File: src/rtl/tug_pkg.sv
// Shared types and helpers for the tug-of-war playfield.
// Winner encoding, default light count and centre index.
package tug_pkg;

  typedef enum logic [1:0] {
    NONE  = 2'b00,
    LEFT  = 2'b01,
    RIGHT = 2'b10
  } winner_e;

  localparam int NUM_LIGHTS_DEF = 9;

  function automatic int centre_idx(input int n);
    return (n - 1) / 2;
  endfunction

endpackage

File: src/rtl/key_conditioner.sv
// Raw key -> 2-flop sync -> optional debounce -> one-cycle rise pulse.
// Debounce stage is present only when TUG_DEBOUNCE_EN is defined.
module key_conditioner #(
  parameter int DEBOUNCE_CYCLES = 4
) (
  input  logic Clock,
  input  logic Reset,
  input  logic Key,
  output logic Pulse
);

  logic sync1;
  logic sync2;
  logic level;
  logic level_q;

  if (DEBOUNCE_CYCLES < 1) begin : g_bad_param
    $error("DEBOUNCE_CYCLES must be at least 1");
  end

  // Flops reset to 1 so a key held across reset release is not an edge
  always_ff @(posedge Clock or negedge Reset) begin
    if (!Reset) begin
      sync1 <= 1'b1;
      sync2 <= 1'b1;
    end else begin
      sync1 <= Key;
      sync2 <= sync1;
    end
  end

`ifdef TUG_DEBOUNCE_EN
  localparam int CW = $clog2(DEBOUNCE_CYCLES + 1);

  logic [CW-1:0] cnt;
  logic          stable;

  always_ff @(posedge Clock or negedge Reset) begin
    if (!Reset) begin
      cnt    <= '0;
      stable <= 1'b1;
    end else if (sync2 == stable) begin
      cnt <= '0;
    end else if (cnt == CW'(DEBOUNCE_CYCLES - 1)) begin
      stable <= sync2;
      cnt    <= '0;
    end else begin
      cnt <= cnt + 1'b1;
    end
  end

  assign level = stable;
`else
  assign level = sync2;
`endif

  always_ff @(posedge Clock or negedge Reset) begin
    if (!Reset) begin
      level_q <= 1'b1;
      Pulse   <= 1'b0;
    end else begin
      level_q <= level;
      Pulse   <= level & ~level_q;
    end
  end

endmodule

File: src/rtl/tug_playfield.sv
// Tug-of-war playfield: light position, edge win detection, lockout.
// Optional key debounce enabled by defining TUG_DEBOUNCE_EN.
module tug_playfield
  import tug_pkg::*;
#(
  parameter int NUM_LIGHTS      = NUM_LIGHTS_DEF,
  parameter int DEBOUNCE_CYCLES = 4
) (
  input  logic                  Clock,
  input  logic                  Reset,
  input  logic                  KeyL,
  input  logic                  KeyR,
  output logic [NUM_LIGHTS-1:0] Leds,
  output logic                  L,
  output logic                  R,
  output logic                  Le,
  output logic                  Re,
  output logic [1:0]            Winner,
  output logic                  GameOver
);

  localparam int PW = $clog2(NUM_LIGHTS);
  localparam logic [PW-1:0] CENTRE = PW'(centre_idx(NUM_LIGHTS));
  localparam logic [PW-1:0] LEFTMOST = PW'(NUM_LIGHTS - 1);

  if (NUM_LIGHTS < 3 || (NUM_LIGHTS % 2) == 0) begin : g_bad_param
    $error("NUM_LIGHTS must be odd and at least 3");
  end

  logic          pulse_l;
  logic          pulse_r;
  logic [PW-1:0] pos;
  winner_e       win;
  logic          over;

  key_conditioner #(
    .DEBOUNCE_CYCLES(DEBOUNCE_CYCLES)
  ) u_key_l (
    .Clock(Clock),
    .Reset(Reset),
    .Key  (KeyL),
    .Pulse(pulse_l)
  );

  key_conditioner #(
    .DEBOUNCE_CYCLES(DEBOUNCE_CYCLES)
  ) u_key_r (
    .Clock(Clock),
    .Reset(Reset),
    .Key  (KeyR),
    .Pulse(pulse_r)
  );

  // Simultaneous presses cancel; a finished game ignores both keys
  assign L = pulse_l & ~pulse_r & ~over;
  assign R = pulse_r & ~pulse_l & ~over;

  assign Le = (pos == LEFTMOST);
  assign Re = (pos == '0);

  always_ff @(posedge Clock or negedge Reset) begin
    if (!Reset) begin
      pos  <= CENTRE;
      win  <= NONE;
      over <= 1'b0;
    end else begin
      unique case (1'b1)
        L: begin
          if (Le) begin
            win  <= LEFT;
            over <= 1'b1;
          end else begin
            pos <= pos + 1'b1;
          end
        end
        R: begin
          if (Re) begin
            win  <= RIGHT;
            over <= 1'b1;
          end else begin
            pos <= pos - 1'b1;
          end
        end
        default: ;
      endcase
    end
  end

  always_comb begin
    Leds      = '0;
    Leds[pos] = 1'b1;
  end

  assign Winner   = win;
  assign GameOver = over;

endmodule

File: config.mk
export PLATFORM = sky130hd
export DESIGN_NAME = tug_playfield
export DESIGN_NICKNAME = d
export VERILOG_FILES = /design/src/rtl/tug_pkg.sv /design/src/rtl/key_conditioner.sv /design/src/rtl/tug_playfield.sv
export SDC_FILE = /design/constraint.sdc
export NUM_CORES = 1
export LEC_CHECK = 0
export CAP_MARGIN = 20
export CORE_MARGIN = 2
export CORE_UTILIZATION = 35
export DETAILED_ROUTE_END_ITERATION = 12
export PLACE_DENSITY_LB_ADDON = 0.2
export SLEW_MARGIN = 10
export SYNTH_ARGS = -nofsm -noshare
export SYNTH_HDL_FRONTEND = slang
export SYNTH_SLANG_ARGS = --single-unit
File: constraint.sdc
create_clock -name Clock -period 3.6 [get_ports Clock]
set_input_delay 0.54 -clock Clock [delete_from_list [all_inputs] [get_ports Clock]]
set_output_delay 0.54 -clock Clock [all_outputs]
set_load 0.05 [all_outputs]
# [After elaboration in Yosys (flattened, before gate mapping)]
# Cells that the tools add are included.
[word_totals] ff_bits=15 elab_cells=47
[classes] n_addsub=2 n_lt_le_gt_ge=2 n_eq_ne=5 n_mux=11 bitwise=11 reduce_logical=5
[ops] cell="$mux 4" n=2
[ops] cell="$pmux 4 s2" n=1
[ops] cell="$and 1x1->1" n=6
[ops] cell="$reduce_and 3->1" n=2
[ops] cell="$lt 4x5->1 const B" n=1
[ops] cell="$not 1->1" n=5
[ops] cell="$add 4x1->4 const B" n=1
[ops] cell="$demux 1 s4" n=1
[ops] cell="$eq 4x4->1 const B" n=1
[ops] cell="$ge 4x1->1 const B" n=1
[ops] cell="$logic_not 4->1" n=1
[ops] cell="$mux 2" n=2
[ops] cell="$ne 2x1->1 const B" n=2
[ops] cell="$ne 2x2->1 const B" n=2
[ops] cell="$pmux 2 s2" n=1
[ops] cell="$sub 4x1->4 const B" n=1
[ops] cell="$mux 1" n=3
[ops] cell="$pmux 1 s2" n=1
[ops] cell="$reduce_bool 2->1" n=1
[ops] cell="$logic_and 1x1->1" n=1

# [Longest topological paths before layout]
[logic_depth] word_depth=5 mapped_depth=7

# [Hierarchy]
# Synthesis repeated with hierarchy kept, for this count alone.
[hier_totals] hier_cells=68 hier_area_um2=782.0
[by_module_without_submodules] mod="tug_playfield" instances=1 cells_each=58 area_per_inst_um2=546.8 seq_area_each_um2=176.4
[by_module_without_submodules] mod="key_conditioner" instances=2 cells_each=5 area_per_inst_um2=117.6 seq_area_each_um2=103.8

# [Worst setup path before layout]
# OpenSTA, ideal clock, no wires.
[synth_timing] path_kind="flip-flop to flip-flop" startpoint="register over, in the netlist GameOver" endpoint="register pos[3]" setup_time_ns=0.138 arrival_time_ns=2.554 setup_slack_ns=0.907 path_stages_with_launch=8 period_less_slack_ns=2.693 cell_sequence="dfrtp_1 -> or3b_1 -> clkbuf_1 -> inv_2 -> ha_1 -> a21o_2 -> a21oi_1 -> mux4_2"
[synth_via] elab_chain_cells=4 word_cells_on_any_way=8
[synth_rtl] element="start: declaration" line="tug_playfield.sv:34" rtl="logic over;"
[synth_rtl] element="start signal: assignment" line="tug_playfield.sv:65" rtl="over <= 1'b0;"
[synth_rtl] element="start signal: assignment" line="tug_playfield.sv:71" rtl="over <= 1'b1;"
[synth_rtl] element="start signal: assignment" line="tug_playfield.sv:79" rtl="over <= 1'b1;"
[synth_rtl] element="$not 1->1 *" line="tug_playfield.sv:56" rtl="assign R = pulse_r & ~pulse_l & ~over;"
[synth_rtl] element="$and 1x1->1 *" line="tug_playfield.sv:56"
[synth_rtl] element="net R" line="tug_playfield.sv:15" rtl="output logic R,"
[synth_rtl] element="$ne 2x2->1 (no line) / $reduce_bool 2->1 (equally long branches)"
[synth_rtl] element="$reduce_and 3->1 (no line)"
[synth_rtl] element="end signal: assignment" line="tug_playfield.sv:73" rtl="pos <= pos + 1'b1;"
[synth_rtl] element="end signal: assignment" line="tug_playfield.sv:81" rtl="pos <= pos - 1'b1;"
[synth_rtl] element="end: declaration" line="tug_playfield.sv:32" rtl="logic [PW-1:0] pos;"
# The timed path passes the listed nets; every way through them passes the cells marked *.
# A chain may end at the register's enable or synchronous reset.

# [Worst setup path in the final report]
[layout_timing] startpoint="register pos[0]" endpoint="output port Leds[0]"
[layout_via] elab_chain_cells=4 word_cells_on_any_way=5
[layout_rtl] element="$lt 4x5->1 (implied by the code) / $ge 4x1->1 (equally long branches)" line="tug_playfield.sv:91" rtl="Leds[pos] = 1'b1;"
[layout_rtl] element="$logic_and 1x1->1 (implied by the code)" line="tug_playfield.sv:91"
[layout_rtl] element="$mux 1 (implied by the code)" line="tug_playfield.sv:91"
[layout_rtl] element="$demux 1 s4 *" line="tug_playfield.sv:91"
[layout_rtl] element="end: declaration" line="tug_playfield.sv:13" rtl="output logic [NUM_LIGHTS-1:0] Leds,"
# Mark *: on every way between the ends. The rest lies on a longest branch, timed or not.

==> flow_metrics.tcl <==
set metrics [dict create \
    cts_repair_resize_count 0 \
    finalCriticalPeriod_ps 2840 \
    pwr_density_cell_mw_per_mm2 874 \
    grt.total_usage_pct 13.2 \
    drt_first_pass_iters 5 \
    start_kind "flop" \
    grt_pass1_wl_mm 2.53 \
    rsz0062_at_grt "false" \
    antennaDiodeCount 0 \
    synth_cells 68 \
    synth_compound_area_share_pct 11.3 \
    maxSlewViolCount 0 \
    synth_fp_nets 75 \
    grt_pass1_vias 557 \
    final_cells 113 \
    syn-cell-area_um2 767 \
    startpoint "pos[0]" \
    synth_top_area_cell "dfrtp_1" \
    synth_edf_count 0 \
    wl_mm 1.34 \
    fin_crit_sh_pct 78.8 \
    regMostFlops "pos" \
    ys_warn_count 0 \
    dieHeight_um 50.8 \
    vias_per_cell 4.90 \
    via_count 554 \
    run_status "complete, no violations" \
    crit_path_end "Leds[0]" \
    insertion_delay_ps 280 \
    ys_top_cells_by_area "dfrtp_1 26%, dfstp_2 24%, ha_1 3.3%" \
    drc 0 \
    die_w_um 50.8 \
    nNetsFinal 94 \
    tritoncts "done" \
    largest_register_ffs 4 \
    setup.worst_path.end_class "output pin" \
    syn_avg_cell_area_um2 11.3 \
    hold_path.class "reg2reg" \
    cts_setup_buffers 0 \
    worstMarginPinSlew_ps 658 \
    r2r.worst_path.cells 6 \
    cts_made_buffers 3 \
    layout-drive-gt1-share_pct 22.1 \
    synth_top_area_share_pct 26.1 \
    die_area_mm2 0.00258 \
    cp_max_fo 10 \
    synth_common_cells "8 x dfrtp_1, 7 x dfstp_2, 6 x nor2_1" \
    synthXorXnorAreaFrac_pct 2.28 \
    portBuffers 19 \
    dp.final_hpwl_um 990 \
    numClockSinks 15 \
    core-area_mm2 0.00202 \
    ant_nets 0 \
    required_ps 3060 \
    synth_top_family_by_area "simple AND/OR/NAND/NOR gates" \
    skew_ps 3.40 \
    power_uw 854 \
    power.leakage_uw 0.000401 \
    tns_ps 0 \
    yosys.cell_types.count 31 \
    place.gp.congestion 0.768 \
    ios 20 \
    drv_cap 0 \
    hold_violations 0 \
    place_inst 109 \
    synthMuxAreaShare_pct 2.94 \
    drtIter0Drc 4 \
    rrSetupSlack_ps 1170 \
    ir_worst_vdd_mv 0.379 \
    cts_buffer_depth 2 \
    yosysSeqAreaShare_pct 50.1 \
    reg2reg_to "pos[3]" \
    cts.clk_slew.worst_paths_ps 90 \
    clockRootBuffer "clkbuf_4" \
    yosys.area_share.adder_pct 5.87 \
    wl_per_cell_um 11.8 \
    crit_type "reg2out" \
    reg2reg_from "u_key_l.Pulse" \
    synthFlopType "dfrtp_1" \
    grt-ovfl-total 0 \
    setup_viol 0 \
    synthMostInstantiatedCell "dfrtp_1" \
    slew_headroom_pct 56.0 \
    arrival_ps 2300 \
    yosys.area_share.simple_pct 19.2 \
    initial_core_util_pct 37.9 \
    fmax_ghz 0.352 \
    antenna_found_initial 0 \
    htree_num_levels 1 \
    ys_ff_latch 15 \
    area_growth_pct 27.4 \
    grt_start_max_net_pins 16 \
    async_flop_share_pct 100 \
    cts_hold_buf 0 \
    rows 16 \
]
-- stage by stage --
stage,util [%],setup WS [ps],hold slack (ps),area (µm²)
CTS,48.3,745,361,977
detailed placement,47.0,1070,347,950
global route,48.3,665,368,977
floorplan,-,907,244,767
global placement,47.0,1120,347,950
finish,48.3,763,359,977
-- cell type report --
cell class	instances	area (µm²)
Clock buffer	3	22.5
Clock inverter	1	5.00
Multi-Input combinational cell	42	319
Tap cell	27	33.8
Sequential cell	15	384
Timing Repair Buffer	19	190
Inverter	6	22.5
Fill cell	193	1040
-- critical path, cell delays in order (launching register included) --
cell and delay, ps:
dfrtp_1 500, or4_4 610, inv_1 100, clkdlybuf4s50_1 800
-- kinds of logic (layout without fill, tap and decap cells) --
logic type	count (synthesis)	after routing
AOI/OAI and AO/OA	11	11
xor gates and xnor gates	2	2
adders and majority gates	3	3
buffers and inverters	11	29
DFF	15	15
muxes	1	1
and+or+nand+nor	25	25
-- layer usage --
metal	up-vias	track usage (%)	part of all wire, %
met1	267	17.7	50
met2	18	20.0	45
met5	-	0	0
met3	0	5.26	5.2
li1	269	-	-
met4	0	3.60	0
-- cell usage in the layout, fill, tap and decap left out, types with 2 or more instances in the layout --
master	instances
clkdlybuf4s50_1	19
dfrtp_1	8
dfstp_2	7
nor2_1	6
nor3_1	5
inv_1	3
nand2_1	3
o21ai_1	3
clkbuf_4	3
or3b_1	2
inv_2	2
nand2b_1	2
nor2b_1	2
a21oi_1	2
xnor2_1	2
ha_1	2
-- report_power, final --
| part | internal (µW) | leakage (µW) | switching [µW] | total, µW |
|---|---|---|---|---|
| Sequential | 215 | 0.000171 | 66.2 | 281 |
| Combinational | 177 | 0.000213 | 300 | 477 |
| Clock | 41.2 | 0.0000177 | 54.2 | 95.5 |
-- how the worst min path moves through the flow --
stage / startpoint / endpoint / slack [ps] / cells after the start
after global placement: u_key_r.sync1 / u_key_r.level / 350 / 0
after detailed placement: u_key_r.sync1 / u_key_r.level / 350 / 0
after CTS: u_key_r.sync1 / u_key_r.level / 360 / 0
after floorplan: Reset / GameOver / 240 / 0
final: u_key_r.sync1 / u_key_r.level / 360 / 0
after global routing: u_key_l.sync1 / u_key_l.level / 370 / 0
(Power assumes the default switching activity.)
